$ cat src/rtl/root_arbiter.sv
// root_arbiter
//   Round-robin sequencer that shares one Goldschmidt square-root unit among
//   N requesters. It latches the winner's radicand, pulses rt_start, waits
//   for a fresh rt_ready, captures rt_q and returns it with a one-cycle ack.
//   A watchdog aborts an operation that never completes with a one-cycle err.
//
// Ports
//   clk, clr     rising-edge clock, synchronous active-high reset
//   req[N]       request level per requester
//   d_in[32*N]   radicands, requester i at [32i+31:32i]
//   ack[N]       one-cycle pulse: q_out holds requester's result
//   err[N]       one-cycle pulse: requester's operation timed out
//   q_out[32]    result register, holds until the next capture
//   gnt_id[3]    index of the current/last granted requester
//   arb_busy     high in every state except IDLE
//   rt_d[32]     registered radicand to the root unit
//   rt_start     start pulse to the root unit
//   rt_busy      root unit busy (informational only)
//   rt_ready     root unit result ready
//   rt_q[32]     root unit result
//   dbg_state[3] current FSM state encoding
//
// Requester handshake: a requester raises req[i] with d_in[i] stable and
// holds both until it sees ack[i] or err[i]; exactly one of those pulses
// once per granted operation, and dropping req[i] after the grant does not
// cancel the operation already issued.

module root_arbiter #(
    parameter int N       = 4,
    parameter int TIMEOUT = 15
) (
    input  logic            clk,
    input  logic            clr,
    input  logic [N-1:0]    req,
    input  logic [32*N-1:0] d_in,
    output logic [N-1:0]    ack,
    output logic [N-1:0]    err,
    output logic [31:0]     q_out,
    output logic [2:0]      gnt_id,
    output logic            arb_busy,
    output logic [31:0]     rt_d,
    output logic            rt_start,
    input  logic            rt_busy,
    input  logic            rt_ready,
    input  logic [31:0]     rt_q,
    output logic [2:0]      dbg_state
);

    localparam int WW = $clog2(TIMEOUT);
    localparam logic [N-1:0] ONE = N'(1);

    typedef enum logic [2:0] {
        IDLE  = 3'd0,
        ISSUE = 3'd1,
        WAIT  = 3'd2,
        DONE  = 3'd3,
        FAIL  = 3'd4
    } state_t;

    state_t        state, nxt;
    logic [2:0]    ptr;
    logic [WW-1:0] wcnt;

    // Grant search results.
    logic          hi_hit;
    logic [2:0]    hi_idx;
    logic [2:0]    lo_idx;
    logic [2:0]    gnt_sel;
    logic [31:0]   d_sel;
    logic [2:0]    next_ptr;

    // The root unit never gets restarted outside ISSUE, so its busy flag
    // carries no information the sequencer needs.
    logic unused_busy;
    assign unused_busy = rt_busy;

    assign dbg_state = state;

    // Round-robin pick: lowest set bit at or above ptr, otherwise the lowest
    // set bit overall (which is then below ptr, i.e. the wrap-around case).
    always_comb begin
        hi_hit = 1'b0;
        hi_idx = '0;
        lo_idx = '0;
        for (int k = N - 1; k >= 0; k--) begin
            if (req[k]) begin
                lo_idx = 3'(k);
                if (3'(k) >= ptr) begin
                    hi_hit = 1'b1;
                    hi_idx = 3'(k);
                end
            end
        end
        gnt_sel = hi_hit ? hi_idx : lo_idx;
        d_sel   = '0;
        for (int k = 0; k < N; k++) begin
            if (3'(k) == gnt_sel) d_sel = d_in[32*k +: 32];
        end
    end

    assign next_ptr = (gnt_id == 3'(N - 1)) ? 3'd0 : gnt_id + 3'd1;

    // Next state and Moore outputs.
    always_comb begin
        nxt      = state;
        rt_start = 1'b0;
        ack      = '0;
        err      = '0;
        arb_busy = (state != IDLE);
        case (state)
            IDLE:  if (|req) nxt = ISSUE;
            ISSUE: begin
                rt_start = 1'b1;
                nxt      = WAIT;
            end
            WAIT: begin
                // A ready seen in the first WAIT cycle may be left over from
                // the previous operation, so it is not trusted.
                if ((wcnt != '0) && rt_ready) nxt = DONE;
                else if (wcnt == WW'(TIMEOUT - 1)) nxt = FAIL;
            end
            DONE: begin
                ack = ONE << gnt_id;
                nxt = IDLE;
            end
            FAIL: begin
                err = ONE << gnt_id;
                nxt = IDLE;
            end
            default: nxt = IDLE;
        endcase
    end

    always_ff @(posedge clk) begin
        if (clr) begin
            state  <= IDLE;
            ptr    <= '0;
            gnt_id <= '0;
            rt_d   <= '0;
            q_out  <= '0;
            wcnt   <= '0;
        end else begin
            state <= nxt;
            case (state)
                IDLE: begin
                    if (|req) begin
                        gnt_id <= gnt_sel;
                        rt_d   <= d_sel;
                        wcnt   <= '0;
                    end
                end
                WAIT: begin
                    wcnt <= wcnt + 1'b1;
                    if ((wcnt != '0) && rt_ready) q_out <= rt_q;
                end
                DONE, FAIL: ptr <= next_ptr;
                default: ;
            endcase
        end
    end

endmodule
$ cat config.mk
export PLATFORM = sky130hd
export DESIGN_NAME = root_arbiter
export DESIGN_NICKNAME = d
export VERILOG_FILES = /design/src/rtl/root_arbiter.sv
export SDC_FILE = /design/constraint.sdc
export NUM_CORES = 1
export LEC_CHECK = 0
export BUFFER_PORTS_ARGS = -buffer_cell sky130_fd_sc_hd__buf_2
export CAP_MARGIN = 10
export CELL_PAD_IN_SITES_DETAIL_PLACEMENT = 0
export CELL_PAD_IN_SITES_GLOBAL_PLACEMENT = 1
export CORE_MARGIN = 2
export CORE_UTILIZATION = 30
export DETAILED_ROUTE_END_ITERATION = 16
export GPL_ROUTABILITY_DRIVEN = 0
export PLACE_DENSITY_LB_ADDON = 0.2
export SETUP_SLACK_MARGIN = 0.5
export SYNTH_ARGS = -nofsm -noshare
export SYNTH_HDL_FRONTEND = slang
export SYNTH_SLANG_ARGS = --single-unit
$ cat constraint.sdc
create_clock -name clk -period 3.4 [get_ports clk]
set_input_delay 0.17 -clock clk [delete_from_list [all_inputs] [get_ports clk]]
set_output_delay 0.17 -clock clk [all_outputs]
set_load 0.05 [all_outputs]
==> results of run 1 <==
==> final cells by class <==
| cell class | count | area share, % |
|---|---|---|
| flip-flops and latches | 75 | 27.4 |
| diodes | 1 | 0.0457 |
| repair buffers | 249 | 22.9 |
| well taps | 172 | 3.93 |
| multi-input cells | 296 | 39.3 |
| inverters | 5 | 0.343 |
| clock inverters | 4 | 1.33 |
| clock buffers | 12 | 4.69 |
==> critical path: cells and delay by family, from the launching register on <==
family	cells	cell delay, ns
AND/OR/NAND/NOR	4	1.54
AO/OA/AOI/OAI	1	0.38
flip-flops	1	0.34
==> path summary, 6_finish.rpt <==
kind / start / to / cells past startpoint / slack (ns)
min: rt_q[16] / q_out[16]$_SDFFE_PP0P_ / 3 / 0.07
min reg2reg: q_out[9]$_SDFFE_PP0P_ / q_out[9]$_SDFFE_PP0P_ / 2 / 0.45
max: dbg_state[2]$_SDFFE_PP0P_ / rt_d[10]$_SDFFE_PP0P_ / 5 / 1.02
max reg2reg: dbg_state[2]$_SDFFE_PP0P_ / rt_d[10]$_SDFFE_PP0P_ / 5 / 1.02
==> power groups by stage <==
stage / registers, mW / logic (mW) / clock network (mW)
CTS: 0.982 / 0.734 / 1.08
global placement: 0.998 / 0.727 / 0
finish: 0.982 / 0.723 / 1.04
detailed placement: 1.00 / 0.733 / 0
global route: 0.990 / 0.771 / 1.12
floorplan: 1.22 / 0.319 / 0
==> flip-flops by register name, summed over array words and instances (netlist names) <==
name       flops
q_out         32
dbg_state      3
wcnt           4
rt_d          32
ptr            2
gnt_id         2
==> per-stage QoR <==
stage          instance area (µm²)  worst slack (ns)  utilization [%]
2_1_floorplan                 3890              1.20                -
3_3_place_gp                  5140              1.01             40.7
3_5_place_dp                  5140             0.987             40.7
4_1_cts                       5470             0.970             43.4
5_1_grt                       5470             0.839             43.4
6_report                      5470              1.02             43.4
==> cells by family after synthesis <==
group / after synthesis
multiplexers: 68
AO/OA/AOI/OAI: 74
XOR/XNOR: 1
flip-flops: 75
buffers and inverters: 37
AND/OR/NAND/NOR: 145
adder cells (fa/ha/maj): 7
other: 1
==> cell usage in the layout (no fill, tap or decap), drive strengths merged <==
master    count
and3          1
nor3          2
nand4b        1
nand2       103
o221ai       32
buf         249
nand3b        1
clkbuf       12
nor2         11
or2           3
bufinv        2
a2bb2oi       1
or3           1
nor4          1
nor2b         1
and3b         1
dfxtp        75
a21oi        41
clkinv        1
clkinvlp      1
diode         1
mux2i        68
xnor2         1
inv           5
conb          1
and2         10
nor3b         3
ha            7
nand2b        1
nand4         1
nand3         4
==> metal layers <==
metal  share of wire [%]  track usage, %  vias to the layer above
met5                   0               0                        -
met4                 1.7            6.33                        0
met3                 8.8            6.40                       17
met2                  49            28.6                      149
met1                  40            17.5                     1678
li1                    -               -                     1889
==> impl_metrics.json, run 1 <==
{
  "clockBufferDepth": 2,
  "core_area_mm2": 0.0126,
  "max_stage_delay_ns": 0.57,
  "yosys.cell_count.top_type": "nand2_1",
  "rows": 41,
  "setup.worst_path.end_class": "flip-flop",
  "grt_max_degree": 45,
  "worst_slew_pin_slew_ns": 1.01,
  "drtIter0Drc": 115,
  "dieArea_mm2": 0.0139,
  "avgSynthCellArea_um2": 9.54,
  "htreeDepth": 3,
  "p_comb_share_pct": 26.4,
  "hold_violations": 0,
  "fin_tns_setup_ns": 0,
  "clk_pin_slew_ns": 0.06,
  "critPathKind": "flip-flop to flip-flop",
  "synth_compound_area_share_pct": 17.7,
  "drive_gt1_share_pct": 47.4,
  "overflow": 0,
  "grt_pass1_vias": 3621,
  "holdBufCountCts": 0,
  "maxCapViolCount": 0,
  "p_leak_nw": 2.49,
  "areaGrowthSynthToFinish_pct": 40.6,
  "via_per_inst": 4.59,
  "yosys.area_share.simple_pct": 17.1,
  "wl_per_cell_um": 14.1,
  "yosysWarnings": 0,
  "ant_nets": 0,
  "swShare_pct": 31.9,
  "post-route-period-util_pct": 69.9,
  "rsz0062_at_grt": "false",
  "timing.hold.ws_ns": 0.0721,
  "die_w_um": 118,
  "cts_buffers": 9,
  "cp_cell_sequence": "or3_4, or2_1, nor2_8, nand2_2, o221ai_1",
  "grt_usage_pct": 16.3,
  "synth.area.mux_share_pct": 17.5,
  "instances_no_fill": 814,
  "antenna_found_initial": 1,
  "place_inst": 797,
  "crit_fanout": 32,
  "crit_path_top_delay_cell": "nand2_2",
  "slew_violations": 0,
  "clock-sinks": 75,
  "hpwlAfterDp_um": 8640,
  "clkLatencyLatePin_ns": 0.33,
  "post-cts-setup-buffer-count": 0,
  "synth_edf_count": 0,
  "period_minus_slack_ns": 2.38,
  "p_switching_uw": 874,
  "yosys_register_bits": 75,
  "synth_ff_type": "dfxtp_1",
  "drt_wl_total_um": 11500,
  "fin_skew_ns": 0.00560,
  "synth_top_family_by_area": "compound AO/OA/AOI/OAI gates",
  "synth-adder-area-share_pct": 2.25,
  "seq_power_share_pct": 35.8,
  "synth.top_cells.by_count": "nand2_1 (102), dfxtp_1 (75), mux2i_1 (68)",
  "p_int_mw": 1.87,
  "cts_tree": "done",
  "drc": 0,
  "p_clk_share_pct": 37.9,
  "slew_headroom_pct": 32.7,
  "n_fill_cell": 1301,
  "final_nets": 811,
  "ir_worst_vdd_v": 0.000216,
  "required_ns": 3.63,
  "ys_seq_area_share_pct": 38.6,
  "grt_first_pass_wirelength_um": 18300,
  "cts-root-buf": "clkbuf_16",
  "io_pins": 248,
  "synth_top_area_share_pct": 38.6,
  "start_util_pct": 30.8,
  "hp-class": "primary input to flip-flop",
  "max_freq_mhz": 421,
  "yosysTopAreaCell": "dfxtp_1",
  "netlist_top_cells_area": "dfxtp_1 (39%), mux2i_1 (17%), o221ai_2 (12%)",
  "status": "complete, no violations",
  "drt-pass1-iter-count": 4,
  "regArea_mm2": 0.00150,
  "port_buffers": 245,
  "cp.arrival_ns": 2.60,
  "synth-xor-area-share_pct": 0.225,
  "synth.distinct_cells": 35,
  "vias": 3733,
  "setup_violations": 0,
  "power.total_mw": 2.74,
  "async_reset_ff_share_pct": 0,
  "powerDensity_mw_per_mm2": 501,
  "synth_cells": 408,
  "syn_area_mm2": 0.00389,
  "die_h_um": 118,
  "startpoint_type": "flip-flop",
  "synth_fp_nets": 583,
  "cts_resized": 0,
  "multi_input_area_mm2": 0.00215
}
(Power assumes the default switching activity.)
==> run 2, diff against run 1 <==
Clock period 3.4 ns to 2.4 ns, I/O delays scaled along.
==> impl_metrics.json, run 2 (same netlist as run 1, synthesis figures left out) <==
{
  "crit_family": "simple AND/OR/NAND/NOR gates",
  "areaGrowthSynthToFinish_pct": 47.9,
  "antenna_found_initial": 1,
  "reg_top3": "q_out: 32 flops, rt_d: 32 flops, wcnt: 4 flops",
  "clkLatencyLatePin_ns": 0.33,
  "p_int_mw": 2.66,
  "crit_path_top_delay_cell": "or3_4",
  "grt_pass1_vias": 3688,
  "critPathKind": "flip-flop to flip-flop",
  "p_switching_mw": 1.28,
  "setup_violations": 0,
  "wl_per_cell_um": 14.7,
  "p_leak_nw": 2.64,
  "startpoint_type": "flip-flop",
  "maxCapViolCount": 0,
  "grt_first_pass_wirelength_um": 18900,
  "status": "complete, no violations",
  "drt_wl_total_um": 12200,
  "grt_usage_pct": 16.9,
  "layout_commonest_cell": "buf_2",
  "clk_pin_slew_ns": 0.06,
  "cp_cell_sequence": "or3_4, or2_4, nor2_8, nand2_8, clkbuf_16, o221ai_2",
  "fin_tns_setup_ns": 0,
  "drtIter0Drc": 108,
  "final_util_pct": 45.6,
  "drive_gt1_share_pct": 49.7,
  "max_stage_delay_ns": 0.39,
  "via_per_inst": 4.58,
  "cts_tree": "done",
  "max_freq_mhz": 548,
  "period_minus_slack_ns": 1.82,
  "drt-pass1-iter-count": 4,
  "p_clk_share_pct": 35.9,
  "cts-root-buf": "clkbuf_16",
  "swShare_pct": 32.5,
  "final_nets": 832,
  "required_ns": 2.65,
  "die_w_um": 118,
  "cts_buffers": 9,
  "io_pins": 248,
  "die_h_um": 118,
  "setup.worst_path.end_class": "flip-flop",
  "rows": 41,
  "vias": 3821,
  "final_cell_mix": "buf_2 (245), nand2_1 (102), dfxtp_1 (72)",
  "hold_violations": 0,
  "hp-class": "primary input to flip-flop",
  "ir_worst_vdd_v": 0.000323,
  "hpwlAfterDp_um": 8960,
  "rsz0062_at_grt": "false",
  "post-route-period-util_pct": 76.0,
  "cp.arrival_ns": 2.08,
  "htreeDepth": 3,
  "drc": 0,
  "dieArea_mm2": 0.0139,
  "crit_fanout": 12,
  "overflow": 0,
  "powerDensity_mw_per_mm2": 683,
  "path_buf_inv": 1,
  "port_buffers": 245,
  "fin_skew_ns": 0.00503,
  "seq_power_share_pct": 35.4,
  "start_util_pct": 30.8,
  "grt_max_degree": 41,
  "ant_nets": 0,
  "core_area_mm2": 0.0126,
  "p_comb_share_pct": 28.7,
  "clock-sinks": 75,
  "clockBufferDepth": 2,
  "slew_violations": 0
}
-- run 2: changes by cell type in the layout (fill, tap and decap cells not counted), sizes merged --
cell	change
nor2b	+1
clkbuf	-1
clkinv	+2
buf	+18
nand2b	+1
-- run 2: cell type report --
class	count	area (µm²)
multi-input combinational	298	2210
clock inverter	6	80.1
fill	1252	6860
inverter	5	18.8
tap	172	215
clock buffer	10	229
timing repair buffer	268	1490
sequential	75	1510
antenna	1	2.50
-- run 2: worst paths after layout --
path	start	endpoint	slack (ns)	cells past startpoint
hold reg to reg	q_out[5]$_SDFFE_PP0P_	q_out[5]$_SDFFE_PP0P_	0.45	2
setup / recovery	dbg_state[0]$_SDFFE_PP0P_	rt_d[26]$_SDFFE_PP0P_	0.58	6
hold / removal	rt_q[27]	q_out[27]$_SDFFE_PP0P_	0.02	3
setup reg to reg	dbg_state[0]$_SDFFE_PP0P_	rt_d[26]$_SDFFE_PP0P_	0.58	6
-- run 2: metal layers --
metal  share of wire (%)  global-route usage (%)  vias to the layer above
met2                  48                    29.0                      148
met1                  42                    19.6                     1715
met5               0.098                       0                        -
li1                    -                       -                     1941
met4                 1.6                    6.48                        2
met3                 7.9                    5.52                       15
-- run 2: power by group through the flow --
stage / Combinational, mW / Sequential, mW / Clock [mW]
5_1_grt: 1.20 / 1.40 / 1.52
3_5_place_dp: 1.06 / 1.42 / 0
3_3_place_gp: 1.05 / 1.42 / 0
2_1_floorplan: 0.452 / 1.73 / 0
6_report: 1.13 / 1.39 / 1.41
4_1_cts: 1.10 / 1.39 / 1.46
-- run 2: worst reg2reg max path, cell delays in order, from the launching register on --
cell       delay [ns]
dfxtp_4          0.35
or3_4            0.39
or2_4            0.32
nor2_8           0.19
nand2_8          0.13
clkbuf_16        0.23
o221ai_2         0.13
-- run 2: per-stage QoR --
step / hold WS, ns / power, mW / area [µm²] / setup slack, ns / cells
after floorplan: 0.256 / 2.18 / 3910 / 0.483 / 408
after global placement: 0.359 / 2.47 / 5250 / 0.308 / 806
after CTS: 0.00560 / 3.95 / 5650 / 0.547 / 829
after detailed placement: 0.365 / 2.48 / 5250 / 0.263 / 806
final: 0.0207 / 3.94 / 5760 / 0.576 / 835
after global routing: 0.0167 / 4.12 / 5760 / 0.503 / 834
-- run 2: what timing repair did --
action	CTS	global route
endpoints found under the setup margin	33	12
setup buffers	6	3
gates cloned	1	2
hold buffers	0	0
gates resized for setup	5	2
==> run 3, diff against run 2 <==
Settings changed: CORE_UTILIZATION 30 to 27.
Clock period 2.4 ns to 1.5 ns, I/O delays scaled along.
==> impl_metrics.json, run 3 (same netlist as run 1, synthesis figures left out) <==
{
  "drt_wl_total_um": 14700,
  "die_w_um": 124,
  "ir_worst_vdd_v": 0.000565,
  "final_nets": 896,
  "startpoint_type": "flip-flop",
  "p_leak_nw": 3.22,
  "ff2ff_path_depth": 7,
  "grt_util_met1_pct": 18.6,
  "grt_usage_pct": 17.4,
  "fin_skew_ns": 0.00472,
  "die_h_um": 124,
  "post-route-period-util_pct": 111,
  "clockBufferDepth": 2,
  "worst_slew_pin_slew_ns": 0.591,
  "ant_nets": 0,
  "wl_per_cell_um": 16.2,
  "cts-root-buf": "clkbuf_16",
  "hpwlAfterDp_um": 9750,
  "r2r-end": "rt_d[28]$_SDFFE_PP0P_",
  "status": "finished, violations left",
  "grt_util_met2_pct": 32.1,
  "powerDensity_mw_per_mm2": 929,
  "antenna_found_initial": 0,
  "period_minus_slack_ns": 1.66,
  "rows": 43,
  "whs_path_depth": 3,
  "reg_top3": "q_out: 32 flops, rt_d: 32 flops, wcnt: 4 flops",
  "start_util_pct": 27.8,
  "n_fill_cell": 1301,
  "vias": 4188,
  "hold_violations": 0,
  "clkLatencyLatePin_ns": 0.33,
  "r2r_start": "dbg_state[0]$_SDFFE_PP0P_",
  "critPathKind": "flip-flop to flip-flop",
  "io_pins": 248,
  "slew_headroom_pct": 60.6,
  "dieArea_mm2": 0.0154,
  "drtIter0Drc": 219,
  "required_ns": 1.76,
  "instances_no_fill": 906,
  "hp-class": "primary input to flip-flop",
  "fin_ws_ns": -0.159,
  "crit_fanout": 8,
  "port_buffers": 245,
  "slew_violations": 0,
  "p_switching_mw": 2.24,
  "clock-sinks": 75,
  "p_comb_share_pct": 33.8,
  "layout_commonest_cell": "buf_2",
  "clk_pin_slew_ns": 0.06,
  "drt-pass1-iter-count": 4,
  "top_usage_layer": "met2",
  "via_per_inst": 4.62,
  "drive_gt1_share_pct": 63.9,
  "seq_power_share_pct": 32.9,
  "endpoint": "rt_d[28]$_SDFFE_PP0P_",
  "dpl_cell_area_mm2": 0.00552,
  "setup.worst_path.start": "dbg_state[0]$_SDFFE_PP0P_",
  "place_inst": 830,
  "cp_cell_sequence": "or3_4, or2_4, nor2_8, buf_6, nand2_8, clkbuf_16, o221ai_2",
  "setup.worst_path.end_class": "flip-flop",
  "setup_violations": 62,
  "p_clk_share_pct": 33.3,
  "max_freq_mhz": 603,
  "grt_max_degree": 38,
  "grt_first_pass_wirelength_um": 20300,
  "ff2ff_setup_slack_ns": -0.16,
  "grt_pass1_vias": 4040,
  "rsz0062_at_grt": "true",
  "cts_tree": "done",
  "maxCapViolCount": 0,
  "htreeDepth": 3,
  "p_int_mw": 4.55,
  "cts_buffers": 9,
  "max_stage_delay_ns": 0.39,
  "swShare_pct": 33.0,
  "design_area_mm2": 0.00732,
  "overflow": 0,
  "cp.arrival_ns": 1.92,
  "areaGrowthSynthToFinish_pct": 87.9,
  "violations": "negative setup slack",
  "core_area_mm2": 0.0140,
  "drc": 0,
  "final_cell_mix": "buf_2 (166), buf_4 (82), nand2_1 (70)",
  "met3_usage_pct": 5.45,
  "crit_path_top_delay_cell": "or3_4",
  "insertedDiodeCount": 0
}
[run 3: cell types whose count changed in the layout (fill, tap and decap cells not counted), sizes merged]
cell / change
bufinv: -1
nor2b: +2
clkinv: -2
inv: +2
clkbuf: +2
dlygate4sd3: +32
buf: +30
nand2b: -1
diode: -1
[run 3: layout make-up]
| type | count | area (µm²) | area share, % |
|---|---|---|---|
| multi-input combinational | 299 | 2680 | 36.6 |
| clock buffer | 11 | 254 | 3.47 |
| sequential | 75 | 1520 | 20.8 |
| tap | 180 | 225 | 3.08 |
| timing repair buffer | 331 | 2560 | 35.0 |
| inverter | 5 | 18.8 | 0.257 |
| clock inverter | 5 | 57.6 | 0.787 |
[run 3: critical path: cells and delay by family (launching register included)]
kind	cells	cell delay (ns)
flops	1	0.34
buf+inv	2	0.29
compound gates	1	0.12
simple gates	4	0.83
[run 3: worst min path at each step]
stage                   from                endpoint  slack (ns)
floorplan           rt_q[10]  q_out[10]$_SDFFE_PP0P_        0.21
global placement    rt_q[15]  q_out[15]$_SDFFE_PP0P_        0.31
detailed placement   rt_q[9]   q_out[9]$_SDFFE_PP0P_        0.32
CTS                 d_in[41]    rt_d[9]$_SDFFE_PP0P_       0.001
global route        d_in[99]    rt_d[3]$_SDFFE_PP0P_        0.04
finish              d_in[41]    rt_d[9]$_SDFFE_PP0P_        0.05
[run 3: stage by stage]
step           TNS [ns]  util (%)  hold slack (ns)  worst slack, ns  power, mW
5_1_grt          -10.89      52.3           0.0422           -0.219       7.09
2_1_floorplan    -13.69         -            0.211           -0.417       3.50
4_1_cts           -6.40      49.7          0.00134           -0.165       6.75
6_report          -6.91      52.3           0.0486           -0.159       6.80
3_3_place_gp     -10.51      39.4            0.315           -0.326       4.05
3_5_place_dp     -13.05      39.4            0.322           -0.411       4.08
[run 3: power by group through the flow]
stage                     combinational, mW  sequential, mW  clock, mW
final                                  2.30            2.24       2.26
after global routing                   2.43            2.25       2.41
after CTS                              2.19            2.23       2.33
after detailed placement               1.81            2.27          0
after global placement                 1.79            2.26          0
after floorplan                       0.733            2.77          0
[run 3: timing repair]
action | in CTS | in global routing
pin swaps | 37 | 30
hold endpoints to repair | 32 | 0
resized for setup | 191 | 66
endpoints found under the setup margin | 153 | 95
setup buffers | 14 | 6
hold buffers | 32 | 0
cloned | 5 | 3
[run 3: per-layer routing]
| metal | routed length [µm] | share of wire (%) |
|---|---|---|
| met1 | 5630 | 38 |
| met2 | 7670 | 52 |
| met3 | 1160 | 7.9 |
| met4 | 197 | 1.3 |
| met5 | 0 | 0 |
